## src/rtl/lcd_pkg.sv

```systemverilog
// Shared types and constants for the HD44780 character-LCD controller.
// Holds the state encoding, the power-on init command list and io_lcd bit positions.
package lcd_pkg;

  typedef enum logic [2:0] {
    ST_PWRUP,
    ST_INIT,
    ST_IDLE,
    ST_SETUP,
    ST_EN_HI,
    ST_WAIT
  } lcd_state_e;

  localparam int INIT_LEN = 6;

  // Entry 0 is sent first: 8-bit/2-line function set three times, display on,
  // clear, entry mode increment.
  localparam logic [INIT_LEN-1:0][7:0] INIT_ROM = {
    8'h06, 8'h01, 8'h0C, 8'h38, 8'h38, 8'h38
  };

  localparam int BIT_ON  = 31;
  localparam int BIT_TOG = 30;
  localparam int BIT_RS  = 9;

  localparam logic [7:0] OP_CLEAR = 8'h01;
  localparam logic [7:0] OP_HOME  = 8'h02;

  // Clear and home are the only instructions needing the long execution wait.
  function automatic logic is_long_cmd(input logic rs, input logic [7:0] data);
    return !rs && ((data == OP_CLEAR) || (data == OP_HOME));
  endfunction

  function automatic int max_int(input int a, input int b);
    return (a > b) ? a : b;
  endfunction

endpackage

```

## src/rtl/lcd_delay_cnt.sv

```systemverilog
// Loadable down-counter shared by every timed state of the LCD controller.
// done is high while the count sits at zero; a load of N-1 yields N cycles.
module lcd_delay_cnt
  import lcd_pkg::*;
#(
  parameter int             W         = 8,
  parameter logic [W-1:0]   RESET_VAL = '0
) (
  input  logic         clk_i,
  input  logic         rst_ni,
  input  logic         load,
  input  logic [W-1:0] value,
  output logic         done
);

  logic [W-1:0] cnt_reg;

  always_ff @(posedge clk_i or negedge rst_ni) begin
    if (!rst_ni) begin
      cnt_reg <= RESET_VAL;
    end else if (load) begin
      cnt_reg <= value;
    end else if (cnt_reg != '0) begin
      cnt_reg <= cnt_reg - 1'b1;
    end
  end

  assign done = (cnt_reg == '0);

endmodule

```

## src/rtl/lcd_ctrl.sv

```systemverilog
// HD44780 controller: autonomous power-on init, then one timed RS/DATA/EN write
// per toggle of the request bit in the io_lcd register, with a pollable busy flag.
module lcd_ctrl
  import lcd_pkg::*;
#(
  parameter int T_PWRUP_CYC = 750_000,
  parameter int T_EN_CYC    = 25,
  parameter int T_CMD_CYC   = 2_500,
  parameter int T_CLR_CYC   = 100_000
) (
  input  logic        clk_i,
  input  logic        rst_ni,
  input  logic [31:0] io_lcd_i,
  output logic        lcd_on_o,
  output logic        lcd_en_o,
  output logic        lcd_rs_o,
  output logic        lcd_rw_o,
  output logic [7:0]  lcd_data_o,
  output logic [31:0] lcd_status_o
);

  localparam int T_MAX = max_int(max_int(T_PWRUP_CYC, T_EN_CYC), max_int(T_CMD_CYC, T_CLR_CYC));
  localparam int CNT_W = $clog2(T_MAX) + 1;

  localparam logic [CNT_W-1:0] PWRUP_LOAD = CNT_W'(T_PWRUP_CYC - 1);
  localparam logic [CNT_W-1:0] EN_LOAD    = CNT_W'(T_EN_CYC - 1);
  localparam logic [CNT_W-1:0] CMD_LOAD   = CNT_W'(T_CMD_CYC - 1);
  localparam logic [CNT_W-1:0] CLR_LOAD   = CNT_W'(T_CLR_CYC - 1);

  lcd_state_e       state_reg;
  logic [2:0]       idx_reg;
  logic             init_done_reg;
  logic             last_tog_reg;
  logic             on_reg;
  logic             en_reg;
  logic             rs_reg;
  logic [7:0]       data_reg;

  logic             cnt_load;
  logic [CNT_W-1:0] cnt_value;
  logic             cnt_done;
  logic [CNT_W-1:0] wait_load;
  logic             req_pending;
  logic             unused_io_bits;

  assign req_pending    = (io_lcd_i[BIT_TOG] != last_tog_reg);
  assign wait_load      = is_long_cmd(rs_reg, data_reg) ? CLR_LOAD : CMD_LOAD;
  assign unused_io_bits = ^{io_lcd_i[29:10], io_lcd_i[8]};

  // The counter comes out of reset already holding the power-up wait, so
  // only the EN pulse and the post-EN wait need explicit loads.
  always_comb begin
    cnt_load  = 1'b0;
    cnt_value = '0;
    case (state_reg)
      ST_SETUP: begin
        cnt_load  = 1'b1;
        cnt_value = EN_LOAD;
      end
      ST_EN_HI: begin
        if (cnt_done) begin
          cnt_load  = 1'b1;
          cnt_value = wait_load;
        end
      end
      default: ;
    endcase
  end

  lcd_delay_cnt #(
    .W         (CNT_W),
    .RESET_VAL (PWRUP_LOAD)
  ) u_delay_cnt (
    .clk_i  (clk_i),
    .rst_ni (rst_ni),
    .load   (cnt_load),
    .value  (cnt_value),
    .done   (cnt_done)
  );

  always_ff @(posedge clk_i or negedge rst_ni) begin
    if (!rst_ni) begin
      state_reg     <= ST_PWRUP;
      idx_reg       <= '0;
      init_done_reg <= 1'b0;
      last_tog_reg  <= 1'b0;
      on_reg        <= 1'b0;
      en_reg        <= 1'b0;
      rs_reg        <= 1'b0;
      data_reg      <= '0;
    end else begin
      on_reg <= io_lcd_i[BIT_ON];
      case (state_reg)
        ST_PWRUP: begin
          if (cnt_done) begin
            idx_reg   <= '0;
            state_reg <= ST_INIT;
          end
        end
        ST_INIT: begin
          rs_reg    <= 1'b0;
          data_reg  <= INIT_ROM[idx_reg];
          state_reg <= ST_SETUP;
        end
        ST_IDLE: begin
          // Whatever sits in io_lcd now is what gets sent; older values are lost.
          if (req_pending) begin
            rs_reg       <= io_lcd_i[BIT_RS];
            data_reg     <= io_lcd_i[7:0];
            last_tog_reg <= io_lcd_i[BIT_TOG];
            state_reg    <= ST_SETUP;
          end
        end
        ST_SETUP: begin
          en_reg    <= 1'b1;
          state_reg <= ST_EN_HI;
        end
        ST_EN_HI: begin
          if (cnt_done) begin
            en_reg    <= 1'b0;
            state_reg <= ST_WAIT;
          end
        end
        ST_WAIT: begin
          if (cnt_done) begin
            if (!init_done_reg) begin
              if (idx_reg == 3'(INIT_LEN - 1)) begin
                init_done_reg <= 1'b1;
                state_reg     <= ST_IDLE;
              end else begin
                idx_reg   <= idx_reg + 1'b1;
                state_reg <= ST_INIT;
              end
            end else begin
              state_reg <= ST_IDLE;
            end
          end
        end
        default: state_reg <= ST_PWRUP;
      endcase
    end
  end

  assign lcd_on_o     = on_reg;
  assign lcd_en_o     = en_reg;
  assign lcd_rs_o     = rs_reg;
  assign lcd_rw_o     = 1'b0;
  assign lcd_data_o   = data_reg;
  assign lcd_status_o = {30'b0, init_done_reg, (state_reg != ST_IDLE)};

endmodule

```

## config.mk

```make
export PLATFORM = sky130hd
export DESIGN_NAME = lcd_ctrl
export DESIGN_NICKNAME = d
export VERILOG_FILES = /design/src/rtl/lcd_pkg.sv /design/src/rtl/lcd_delay_cnt.sv /design/src/rtl/lcd_ctrl.sv
export SDC_FILE = /design/constraint.sdc
export NUM_CORES = 1
export LEC_CHECK = 0
export BUFFER_PORTS_ARGS = -buffer_cell sky130_fd_sc_hd__buf_2
export CAP_MARGIN = 20
export CORE_ASPECT_RATIO = 0.75
export CORE_UTILIZATION = 56
export DETAILED_ROUTE_END_ITERATION = 6
export MAX_ROUTING_LAYER = met4
export PLACE_DENSITY = 0.87
export SETUP_SLACK_MARGIN = 0.15
export SLEW_MARGIN = 20
export SYNTH_ARGS = -nofsm -noshare
export SYNTH_HDL_FRONTEND = slang
export SYNTH_HIERARCHICAL = 1
export SYNTH_SLANG_ARGS = --single-unit
```

## constraint.sdc

```tcl
create_clock -name clk_i -period 6.95 [get_ports clk_i]
set_input_delay 1.39 -clock clk_i [delete_from_list [all_inputs] [get_ports clk_i]]
set_output_delay 1.39 -clock clk_i [all_outputs]
set_load 0.02 [all_outputs]
```

==> results.toml, run 1 <==
[global_route]
grt_use_met2_pct = 33.85
grt_use_met1_pct = 29.56
grt_overflow = 0
busiest_layer = "met2"
track_usage_pct = 22.27
grt_pass1_wl_microns = 7803
grt_pass1_vias = 1685
grt_max_degree = 41
antenna_found_initial = 0
use_met3_pct = 4.444

[clock_tree]
cts_buffer_depth = 2
cts.sinks = 40
cts-root-buf = "clkbuf_8"
cts_tree = "yes"
cts_setup_buffers = 0
clk_pin_slew_ns = 0.07
clk_latency_ns = 0.29
ctsHoldBuffers = 0
post_cts_resize_count = 0
htree_num_levels = 2
cts-buffers-inserted = 5

[setup_path]
crit_buf_inv = 2
cp.arrival_ns = 3.33
path_delay_family = "simple AND/OR/NAND/NOR gates"
critical_path.max_stage_delay_ns = 0.50
cp_slowest_cell = "or4b_1"
startpoint_type = "register"
path_class = "register to register"
critPathRequiredTime_ns = 7.13
r2r_slack_ns = 3.80
end_kind = "register"
crit_fanout = 33
cp_cell_sequence = "inv_1, ha_1, or4b_1, nor4b_4, and2_1, nand4bb_1, nand2_1, buf_4, nor2_1, a22o_1"

[placed_design]
dpl.hpwl_microns = 3589
io_buffers = 25
routabilityCongestion = 0.8134
dp_cells = 338

[yosys]
ys_seq_area_share_pct = 38.86
ys_types = 52
synthCells = 258
synth-seq-cells = 40
netlist.area_leader.share_pct = 25.81
async_reset_ff_share_pct = 100.0
syn-cell-area_sq_um = 2618
synth_edf_count = 0
synth-main-ff-cell = "dfrtp_1"
yosys.area.top_type = "dfrtp_1"
synthTopCellsByArea = "dfrtp_1, dfstp_2, buf_4"
syn_avg_cell_area_sq_um = 10.15
synth_warnings = 6

[layout]
n_antenna_cell = 0
area_growth_pct = 5.402
fill_cells = 364
stdcell_count = 346
postLayoutCoreUtil_pct = 61.76
largest_register_ffs = 21
drive_gt1_share_pct = 24.22
nNetsFinal = 327

[power]
ir_drop_v = 0.0001342
powerDensity_nw_per_um2 = 200.9
leakagePower_nw = 1.192
power_mw = 0.5544

[route]
drtPass1Iterations = 4
drc_errors = 0
postRouteAntennaNets = 0
avgViaCountPerCell = 5.428
wirelength_microns = 4960
wire_per_inst_microns = 14.34
vias = 1878
drt_iter0_drc = 172

[floorplan]
dieArea_sq_um = 4955
core_area_sq_um = 4467
row_count = 21
die-height_microns = 61.21
ios = 78
fp.dieW_microns = 80.95
start_util_pct = 58.60

[timing]
layout_min_cycle_time_ns = 3.153
period_share_pct = 45.37
slew_headroom_pct = 41.89
timing.fmax_mhz = 317.2
setup_viol = 0
fin_tns_setup_ns = 0
finalMaxSlewViolations = 0
hold_viol = 0
skew_ns = 0.005941
rsz0062_at_grt = "no"
worst_slew_pin_slew_ns = 0.8716

[worst_hold_path]
hold_path_class = "register to register"

[job]
maxCapViolCount = 0

[outcome]
status = "complete, no violations"
==> synth_stat cells (3+ instances only) <==
library cell   n
or4_1          3
nand2_1       28
a211oi_1       3
mux2_2        12
xnor2_1       13
ha_1           5
clkbuf_1       4
a22o_1         6
dfstp_2       13
nor4_1         5
buf_4         33
nand3_1        3
o31ai_1        8
dfrtp_1       27
o21a_1         3
nand4b_1       3
nor2_1         7
o21ai_0        5
xor2_1         6
and2_1         3
a21oi_1        3
inv_1         13
nor3_1         7
o21ai_1        3
mux2i_1        7
==> metrics by stage <==
stage	worst slack, ns	instance area (sq um)	hold slack (ns)
after detailed placement	3.872	2659	0.4743
final	3.797	2759	0.4861
after CTS	3.831	2759	0.4915
after global placement	3.966	2659	0.4714
after floorplan	4.260	2760	0.4613
after global routing	3.613	2759	0.5183
==> report_power, final <==
group | switching (mW) | internal (mW) | leakage (nW)
clock network | 0.0767 | 0.0906 | 0.0515
registers | 0.0393 | 0.268 | 0.463
logic | 0.0456 | 0.0344 | 0.677
total | 0.162 | 0.393 | 1.19
==> final cells by class <==
class                   instances  area [sq um]  share of cell area, %
clock buffers                   8         100.1                  3.628
multi-input cells             201          1383                  50.11
well taps                      57         71.32                  2.585
inverters                      14         55.05                  1.995
flip-flops and latches         40          1017                  36.87
repair buffers                 26         132.6                  4.807
==> path summary, 6_finish.rpt <==
path                                                          from                                   to  cells past startpoint
worst max-delay path            u_delay_cnt/cnt_reg[0]$_DFFE_PN1P_   u_delay_cnt/cnt_reg[9]$_DFFE_PN0P_                     10
max in group asynchronous                                   rst_ni            lcd_data_o[1]$_DFFE_PN0P_                      1
worst min-delay path                          lcd_en_o$_DFFE_PN0P_                 lcd_en_o$_DFFE_PN0P_                      2
min in group asynchronous                                   rst_ni  u_delay_cnt/cnt_reg[20]$_DFFE_PN0P_                      1
worst min register to register                lcd_en_o$_DFFE_PN0P_                 lcd_en_o$_DFFE_PN0P_                      2
worst max register to register  u_delay_cnt/cnt_reg[0]$_DFFE_PN1P_   u_delay_cnt/cnt_reg[9]$_DFFE_PN0P_                     10
==> kinds of logic after synthesis <==
family                     count (synthesis)  share of synthesized area [%]
DFF                                       40                          38.86
other                                      1                         0.1433
buffers and inverters                     55                          13.77
adders and majority gates                  5                          2.390
AOI/OAI and AO/OA                         43                          12.28
and+or+nand+nor                           76                          18.36
muxes                                     19                          7.840
xor gates and xnor gates                  19                          6.358
==> worst register-to-register path: cells and delay by family, from the launching register on <==
| family | cells | cell delay [ns] |
|---|---|---|
| fa+ha+maj | 1 | 0.19 |
| buf+inv | 2 | 0.43 |
| flops | 1 | 0.38 |
| compound gates | 1 | 0.23 |
| simple gates | 6 | 1.81 |
==> cells in the final DEF (no fill, tap or decap), types with 7 or more instances in the layout <==
master	instances
nor3_1	7
dfstp_2	13
o31ai_1	8
mux2i_1	7
conb_1	39
nand2_1	28
mux2_2	12
nor2_1	7
xnor2_1	13
dfrtp_1	27
buf_2	25
clkbuf_8	7
inv_1	13
==> layer usage <==
layer,vias up,wire (microns)
met2,66,2292
met1,904,2361
met4,0,74
met5,-,0
li1,899,-
met3,9,232
Power figures use the tool's default switching activity.
==> run 2, diff against run 1 <==
Settings changed: ABC_AREA from default to 1, CORE_UTILIZATION 56 to 48, PLACE_DENSITY 0.87 to 0.78.
Clock period 6.95 ns to 2.8 ns, I/O delays scaled along.
==> results.toml, run 2 <==
[timing]
hold_viol = 0
hold_slack_ns = 0.3649
layout_min_cycle_time_ns = 2.377
slew_headroom_pct = 40.24
setup_viol = 0
worst_slew_pin_slew_ns = 0.8965
skew_ns = 0.01385
period_share_pct = 84.88
finalMaxSlewViolations = 0
fin_tns_setup_ns = 0
timing.fmax_mhz = 420.8
rsz0062_at_grt = "no"

[route]
avgViaCountPerCell = 4.693
wire_per_inst_microns = 11.43
drtPass1Iterations = 4
wirelength_microns = 5806
postRouteAntennaNets = 0
drt_iter0_drc = 194
vias = 2384
drc_errors = 0

[yosys]
syn-cell-area_sq_um = 2854
yosys.area.top_type = "dfrtp_1"
yosysMostFrequentCell = "nand2_1"
netlist_top_cells_count = "nand2_1, nor2_1, inv_1"
async_reset_ff_share_pct = 100.0
synthTopCellsByArea = "dfrtp_1, nand2_1, dfstp_2"
netlist.area_leader.share_pct = 23.67
syn_avg_cell_area_sq_um = 7.153
synth_edf_count = 0
synthCells = 399
synth-main-ff-cell = "dfrtp_1"
ys_seq_area_share_pct = 35.64
synth-seq-cells = 40
ys_types = 34
synth_warnings = 6

[layout]
postLayoutCoreUtil_pct = 54.78
final_common_cell = "nand2_1"
largest_register_ffs = 21
n_antenna_cell = 0
stdcell_area_sq_um = 3027
drive_gt1_share_pct = 19.86
nNetsFinal = 471
final_cell_mix = "nand2_1, nor2_1, conb_1, inv_1, dfrtp_1"
area_growth_pct = 6.050

[placed_design]
io_buffers = 25
post_dp_cell_area_sq_um = 2934
routabilityCongestion = 0.8696
dpl.hpwl_microns = 4318

[clock_tree]
cts-buffers-inserted = 5
cts_setup_buffers = 0
clk_pin_slew_ns = 0.09
clk_latency_ns = 0.30
htree_num_levels = 2
ctsHoldBuffers = 0
cts.sinks = 40
cts_buffer_depth = 2
cts-root-buf = "clkbuf_8"
post_cts_resize_count = 0
cts_tree = "yes"

[worst_hold_path]
hold_path_class = "primary input to register"

[setup_path]
crit_fanout = 21
end_kind = "register"
critPathRequiredTime_ns = 3.02
crit_buf_inv = 2
critical_path.max_stage_delay_ns = 0.41
path_delay_family = "simple AND/OR/NAND/NOR gates"
path_class = "register to register"
cp_common_cell = "nand2_1"
cp_cell_sequence = "nor2_1, nand2_1, nor2_4, nor4b_1, buf_4, nand3_1, nand2_1, buf_4, nand2_1, o21ai_0, nand2_1, o21ai_1"
startpoint_type = "register"
cp.arrival_ns = 2.60
cp_slowest_cell = "dfrtp_1"

[global_route]
grt_max_degree = 41
grt_overflow = 0
track_usage_pct = 20.64
grt_pass1_vias = 2098
grt_pass1_wl_microns = 9832
antenna_found_initial = 0

[job]
maxCapViolCount = 0

[floorplan]
row_count = 23
dieArea_sq_um = 6261
die-height_microns = 68.78
ios = 78
fp.dieW_microns = 91.04
start_util_pct = 51.65
core_area_sq_um = 5525

[power]
power_mw = 1.044
powerDensity_nw_per_um2 = 344.9
leakagePower_nw = 1.513
ir_drop_v = 0.0001725

[outcome]
status = "complete, no violations"
-- run 2: metal layers --
| layer | GRT usage, % | wire length [microns] |
|---|---|---|
| met4 | 4.365 | 35 |
| met5 | - | 0 |
| met2 | 32.39 | 2479 |
| met1 | 27.83 | 2980 |
| met3 | 4.496 | 311 |
-- run 2: power by group --
| part | leakage (nW) | switching (mW) | internal, mW | total [mW] |
|---|---|---|---|---|
| Combinational | 1.01 | 0.0530 | 0.00682 | 0.0598 |
| Clock | 0.0404 | 0.228 | 0.177 | 0.405 |
| Sequential | 0.459 | 0.000126 | 0.579 | 0.579 |
| Total | 1.51 | 0.281 | 0.763 | 1.04 |
-- run 2: per-stage QoR --
step                std cells  worst slack, ns
global placement          500           0.4503
global route              508           0.1814
finish                    508           0.4234
floorplan                 437           0.5871
detailed placement        500           0.4439
CTS                       508           0.4216
-- run 2: path summary, 6_finish.rpt --
| kind | start | to | slack [ns] | depth (start not counted) |
|---|---|---|---|---|
| min | io_lcd_i[31] | lcd_on_o$_DFF_PN0_ | 0.36 | 1 |
| max reg2reg | u_delay_cnt/cnt_reg[11]$_DFFE_PN0P_ | u_delay_cnt/cnt_reg[1]$_DFFE_PN1P_ | 0.42 | 12 |
| min in group asynchronous | rst_ni | last_tog_reg$_DFFE_PN0P_ | 0.38 | 1 |
| max | u_delay_cnt/cnt_reg[11]$_DFFE_PN0P_ | u_delay_cnt/cnt_reg[1]$_DFFE_PN1P_ | 0.42 | 12 |
| max in group asynchronous | rst_ni | u_delay_cnt/cnt_reg[20]$_DFFE_PN0P_ | 1.85 | 1 |
| min reg2reg | init_done_reg$_DFFE_PN0P_ | init_done_reg$_DFFE_PN0P_ | 0.49 | 2 |
-- run 2: layout make-up --
class	count	area, sq um
clock buffers	5	68.82
repair buffers	27	140.1
inverters	44	165.2
multi-input cells	314	1518
clock inverters	3	23.77
well taps	75	93.84
flip-flops and latches	40	1017
fillers	518	2499
-- run 2: worst register-to-register path, stage by stage, from the launching register on --
cell and delay, ns:
dfrtp_1 0.41, nor2_1 0.18, nand2_1 0.14, nor2_4 0.18, nor4b_1 0.28, buf_4 0.19, nand3_1 0.21, nand2_1 0.17
buf_4 0.27, nand2_1 0.07, o21ai_0 0.07, nand2_1 0.07, o21ai_1 0.09
-- run 2: logic make-up after synthesis --
logic type | count (synthesis) | share of synthesized area, %
compound gates | 37 | 7.716
fa+ha+maj | 5 | 2.192
buf+inv | 83 | 16.18
simple gates | 226 | 35.99
flops | 40 | 35.64
other cells | 1 | 0.1314
xor+xnor | 7 | 2.148
